==> src/rtl/mux_nx1_stream.sv <==
// N-to-1 packet-aware stream multiplexer: explicit or round-robin channel choice,
// selection held for a whole packet, one registered output stage with valid/ready.
//
// state | meaning
// IDLE  | no packet in progress; channel chosen by s (mode 0) or round-robin (mode 1)
// LOCK  | packet in progress on lock_ch; mode and s ignored until its last beat
module mux_nx1_stream #(
    parameter int N = 4,
    parameter int W = 8,
    localparam int SW = $clog2(N)
) (
    input  logic            clk,
    input  logic            rst,
    input  logic            mode,
    input  logic [SW-1:0]   s,
    input  logic [N-1:0]    in_valid,
    input  logic [N-1:0]    in_last,
    input  logic [N*W-1:0]  in_data,
    output logic [N-1:0]    in_ready,
    output logic            out_valid,
    input  logic            out_ready,
    output logic [W-1:0]    out_data,
    output logic            out_last,
    output logic [SW-1:0]   out_ch,
    output logic            locked
);

    localparam logic [0:0] IDLE = 1'b0;
    localparam logic [0:0] LOCK = 1'b1;

    logic [0:0]    state;
    logic [SW-1:0] lock_ch;
    logic [SW-1:0] rr_ptr;
    logic [SW-1:0] rr_sel;
    logic          rr_found;
    logic [SW-1:0] sel;
    logic          sel_ok;
    logic          sel_valid;
    logic          sel_last;
    logic [W-1:0]  sel_data;
    logic          ld;
    logic          accept;

    // (a + k) mod N for channel indices, valid for any N, not just powers of two
    function automatic logic [SW-1:0] wrap_add(input logic [SW-1:0] a, input int k);
        int t;
        t = int'(a) + k;
        if (t >= N) t = t - N;
        return SW'(t);
    endfunction

    always_comb begin
        rr_sel   = '0;
        rr_found = 1'b0;
        for (int k = 0; k < N; k++) begin
            if (!rr_found && in_valid[wrap_add(rr_ptr, k)]) begin
                rr_found = 1'b1;
                rr_sel   = wrap_add(rr_ptr, k);
            end
        end
    end

    always_comb begin
        sel    = '0;
        sel_ok = 1'b0;
        if (state == LOCK) begin
            sel    = lock_ch;
            sel_ok = 1'b1;
        end else if (mode) begin
            sel    = rr_sel;
            sel_ok = rr_found;
        end else begin
            sel    = s;
            sel_ok = (int'(s) < N);
        end
    end

    assign ld = !out_valid || out_ready;

    always_comb begin
        sel_valid = 1'b0;
        sel_last  = 1'b0;
        sel_data  = '0;
        in_ready  = '0;
        for (int i = 0; i < N; i++) begin
            if (SW'(i) == sel) begin
                sel_valid = in_valid[i];
                sel_last  = in_last[i];
                sel_data  = in_data[i*W +: W];
                in_ready[i] = ld && sel_ok;
            end
        end
    end

    assign accept = ld && sel_ok && sel_valid;
    assign locked = (state == LOCK);

    always_ff @(posedge clk) begin
        if (rst) begin
            state     <= IDLE;
            lock_ch   <= '0;
            rr_ptr    <= '0;
            out_valid <= 1'b0;
            out_data  <= '0;
            out_last  <= 1'b0;
            out_ch    <= '0;
        end else begin
            if (accept) begin
                out_valid <= 1'b1;
                out_data  <= sel_data;
                out_last  <= sel_last;
                out_ch    <= sel;
                if (sel_last) begin
                    state  <= IDLE;
                    rr_ptr <= wrap_add(sel, 1);
                end else if (state == IDLE) begin
                    state   <= LOCK;
                    lock_ch <= sel;
                end
            end else if (out_ready) begin
                out_valid <= 1'b0;
            end
        end
    end

endmodule
==> config.mk <==
export PLATFORM = sky130hd
export DESIGN_NAME = mux_nx1_stream
export DESIGN_NICKNAME = d
export VERILOG_FILES = /design/src/rtl/mux_nx1_stream.sv
export SDC_FILE = /design/constraint.sdc
export NUM_CORES = 1
export LEC_CHECK = 0
export CORE_MARGIN = 3
export CORE_UTILIZATION = 40
export DETAILED_ROUTE_END_ITERATION = 10
export GPL_TIMING_DRIVEN = 0
export MAX_ROUTING_LAYER = met4
export PLACE_DENSITY_LB_ADDON = 0.2
export SYNTH_ARGS = -nofsm -noshare
export SYNTH_HDL_FRONTEND = slang
export SYNTH_SLANG_ARGS = --single-unit
export TNS_END_PERCENT = 5
==> constraint.sdc <==
create_clock -name clk -period 5 [get_ports clk]
set_clock_uncertainty 0.2 [all_clocks]
set_input_delay 0.5 -clock clk [delete_from_list [all_inputs] [get_ports clk]]
set_output_delay 0.5 -clock clk [all_outputs]
set_load 0.02 [all_outputs]
==> results.toml <==
[floorplan]
die_w_um = 63.1
io_pins = 63
start_util_pct = 42.4
num_rows = 20
die-area_sq_um = 3980
fp.dieH_um = 63.1
coreArea_sq_um = 3080

[timing]
fin_crit_sh_pct = 90.9
fmax_mhz = 220
rsz0062_at_grt = "false"
finalHoldViolCount = 0
tightestPinTransition_ns = 0.553
finalSetupViolCount = 0
maxSlewViolCount = 0
tns_ns = 0
hold_ws_ns = 0.276
period_needed_ns = 4.54
maxSlewHeadroom_pct = 62.6
finalWorstSetupSlack_ns = 0.455

[clock_tree]
cts_buffers = 3
cts_setup_buffers = 0
cts_tree = "yes"
path_clk_slew_ns = 0.09
cts_resized = 0
ctsHoldBuffers = 0
cts.sinks = 17
cts_max_level = 1
cts_root_buf = "clkbuf_4"
worst_skew_pair.late_latency_ns = 0.28
cts.path.max_buffers = 2

[synth]
syn_area_sq_um = 1310
synth_ff_type = "dfxtp_1"
synth_edf_count = 0
yosysUniqueCellTypes = 39
ys.warnings.count = 0
syn-num-nets = 213
synth_top_cells_by_area = "dfxtp_1 (26%), a211oi_1 (6.3%), nor2b_1 (5.8%)"
synth_top_cell_by_area = "dfxtp_1"
synth-seq-cells = 17
synth_top_area_share_pct = 26.1
yosysSeqAreaShare_pct = 26.1
syn_inst = 163
syn_area_per_cell_sq_um = 8.01
async_flop_share_pct = 0

[detailed_routing]
ant_nets = 0
wl_met1_um = 1870
wl_met3_um = 163
viasPerCell = 5.41
drc_errors = 0
wl_um = 4080
wl_per_cell_um = 15.1
drtIter0Drc = 112
routed.top_layer = "met4"
dr_total_vias = 1466
wl_met2_um = 2000
firstDrtPassIters = 6

[setup_path]
worstPathRequired_ns = 4.30
arrival_ns = 3.84
crit_chain = "clkdlybuf4s50_1 -> nor2b_1 -> nor4b_1 -> o41ai_2 -> inv_1 -> ha_1 -> buf_2 -> clkbuf_1 -> and2_1 -> clkdlybuf4s50_1"
rrSetupSlack_ns = 1.67
path_class = "input pin to output port"
path_common_cell = "clkdlybuf4s50_1"
cpPeakStageDelay_ns = 0.60
critPathSlowestCell = "clkdlybuf4s50_1"
cp-end-kind = "output port"
path_max_fanout = 10
worst_setup_path_start_kind = "input pin"

[worst_hold_path]
hp-class = "flop to flop"

[power_and_ir_drop]
powerDensity_nw_per_um2 = 650
p_leak_nw = 0.723
irDropWorstVdd_v = 0.000334
total_power_w = 0.00129

[global_route]
grt_pass1_wl_um = 6700
grt_max_degree = 11
grt_pass1_vias = 1429
antenna_found_initial = 0
grt_usage_pct = 21.2
grt_overflow = 0

[run_status]
outcome = "finished clean"

[finish]
final_nets = 278
diodes = 0
n_fill_cell = 273
stdcell_area_sq_um = 1990
area_delta_synth_final_pct = 52.3
drive_gt1_share_pct = 9.25

[placement]
gp_routability_congestion = 0.836
port_buffers = 60
dpl_cell_area_sq_um = 1960
dp_slack_ns = 0.503
dp_hpwl_um = 3280

[run]
cap_viol_max_count = 0
-- worst paths after layout --
path,startpoint,endpoint,cells past startpoint
worst max-delay path,in_valid[0],in_ready[3],10
worst min-delay path,out_last,out_last,2
worst max register to register,rr_ptr[0],out_ch[1],13
worst min register to register,out_last,out_last,2
-- critical path, delay by kind of cell --
kind	cells	cell delay, ns
buf+inv	5	1.94
compound gates	1	0.21
fa+ha+maj	1	0.28
simple gates	3	0.93
-- area by class of cell --
| class | instances | area [sq um] | share of cell area, % |
|---|---|---|---|
| Multi-Input combinational cell | 126 | 868 | 43.7 |
| Timing Repair Buffer | 60 | 601 | 30.2 |
| Sequential cell | 17 | 340 | 17.1 |
| Buffer | 13 | 70.1 | 3.53 |
| Tap cell | 44 | 55.1 | 2.77 |
| Clock buffer | 4 | 26.3 | 1.32 |
| Inverter | 7 | 26.3 | 1.32 |
-- registers in the layout (all words and copies together) (netlist names) --
name / count
lock_ch: 2
locked: 1
out_ch: 2
out_data: 8
out_last: 1
out_valid: 1
rr_ptr: 2
-- power breakdown --
| part | switching (W) | total, W | internal, W |
|---|---|---|---|
| combinational | 0.000540 | 0.000978 | 0.000438 |
| sequential | 0.0000393 | 0.000242 | 0.000203 |
| clock | 0.0000407 | 0.0000716 | 0.0000309 |
| total | 0.000619 | 0.00129 | 0.000672 |
-- synth_stat cells, drive strengths merged (4+ instances only) --
| cell type | instances |
|---|---|
| a211oi | 12 |
| ha | 4 |
| inv | 6 |
| nor4b | 4 |
| nor2b | 12 |
| buf | 8 |
| nor3 | 17 |
| nor2 | 14 |
| nand2 | 11 |
| nand2b | 7 |
| and2 | 4 |
| a31oi | 4 |
| clkbuf | 5 |
| dfxtp | 17 |
| a221oi | 9 |
| a21oi | 10 |
-- cell usage in the layout (no fill, tap or decap), types with 3 or more instances in the layout --
master	netlist	final
clkdlybuf4s50_1	0	60
dfxtp_1	17	17
nor2_1	14	14
nor3_1	13	13
nor2b_1	12	12
nand2_1	11	11
a211oi_1	11	11
a21oi_1	10	10
a221oi_1	8	8
nand2b_1	7	7
inv_1	6	6
clkbuf_1	5	6
buf_2	5	5
nor4b_1	4	4
a31oi_1	4	4
and2_1	4	4
nor3_2	4	4
ha_1	4	4
clkbuf_4	0	3
-- kinds of logic (layout without fill, tap and decap cells) --
family / after synthesis / after routing / synth area share (%)
DFF: 17 / 17 / 26.1
and+or+nand+nor: 74 / 74 / 31.6
AOI/OAI and AO/OA: 45 / 45 / 27.8
muxes: 3 / 3 / 3.26
buffers and inverters: 20 / 84 / 7.38
adders and majority gates: 4 / 4 / 3.84
-- per-stage QoR --
stage / instances / util [%]
detailed placement: 267 / 63.7
global route: 271 / 64.6
CTS: 271 / 64.6
floorplan: 163 / -
finish: 271 / 64.6
global placement: 267 / 63.7
-- metal layers --
layer	track usage (%)	vias up
met3	1.96	6
met2	35.7	44
li1	-	733
met5	-	-
met4	6.06	0
met1	27.0	683
(Power assumes the default switching activity.)
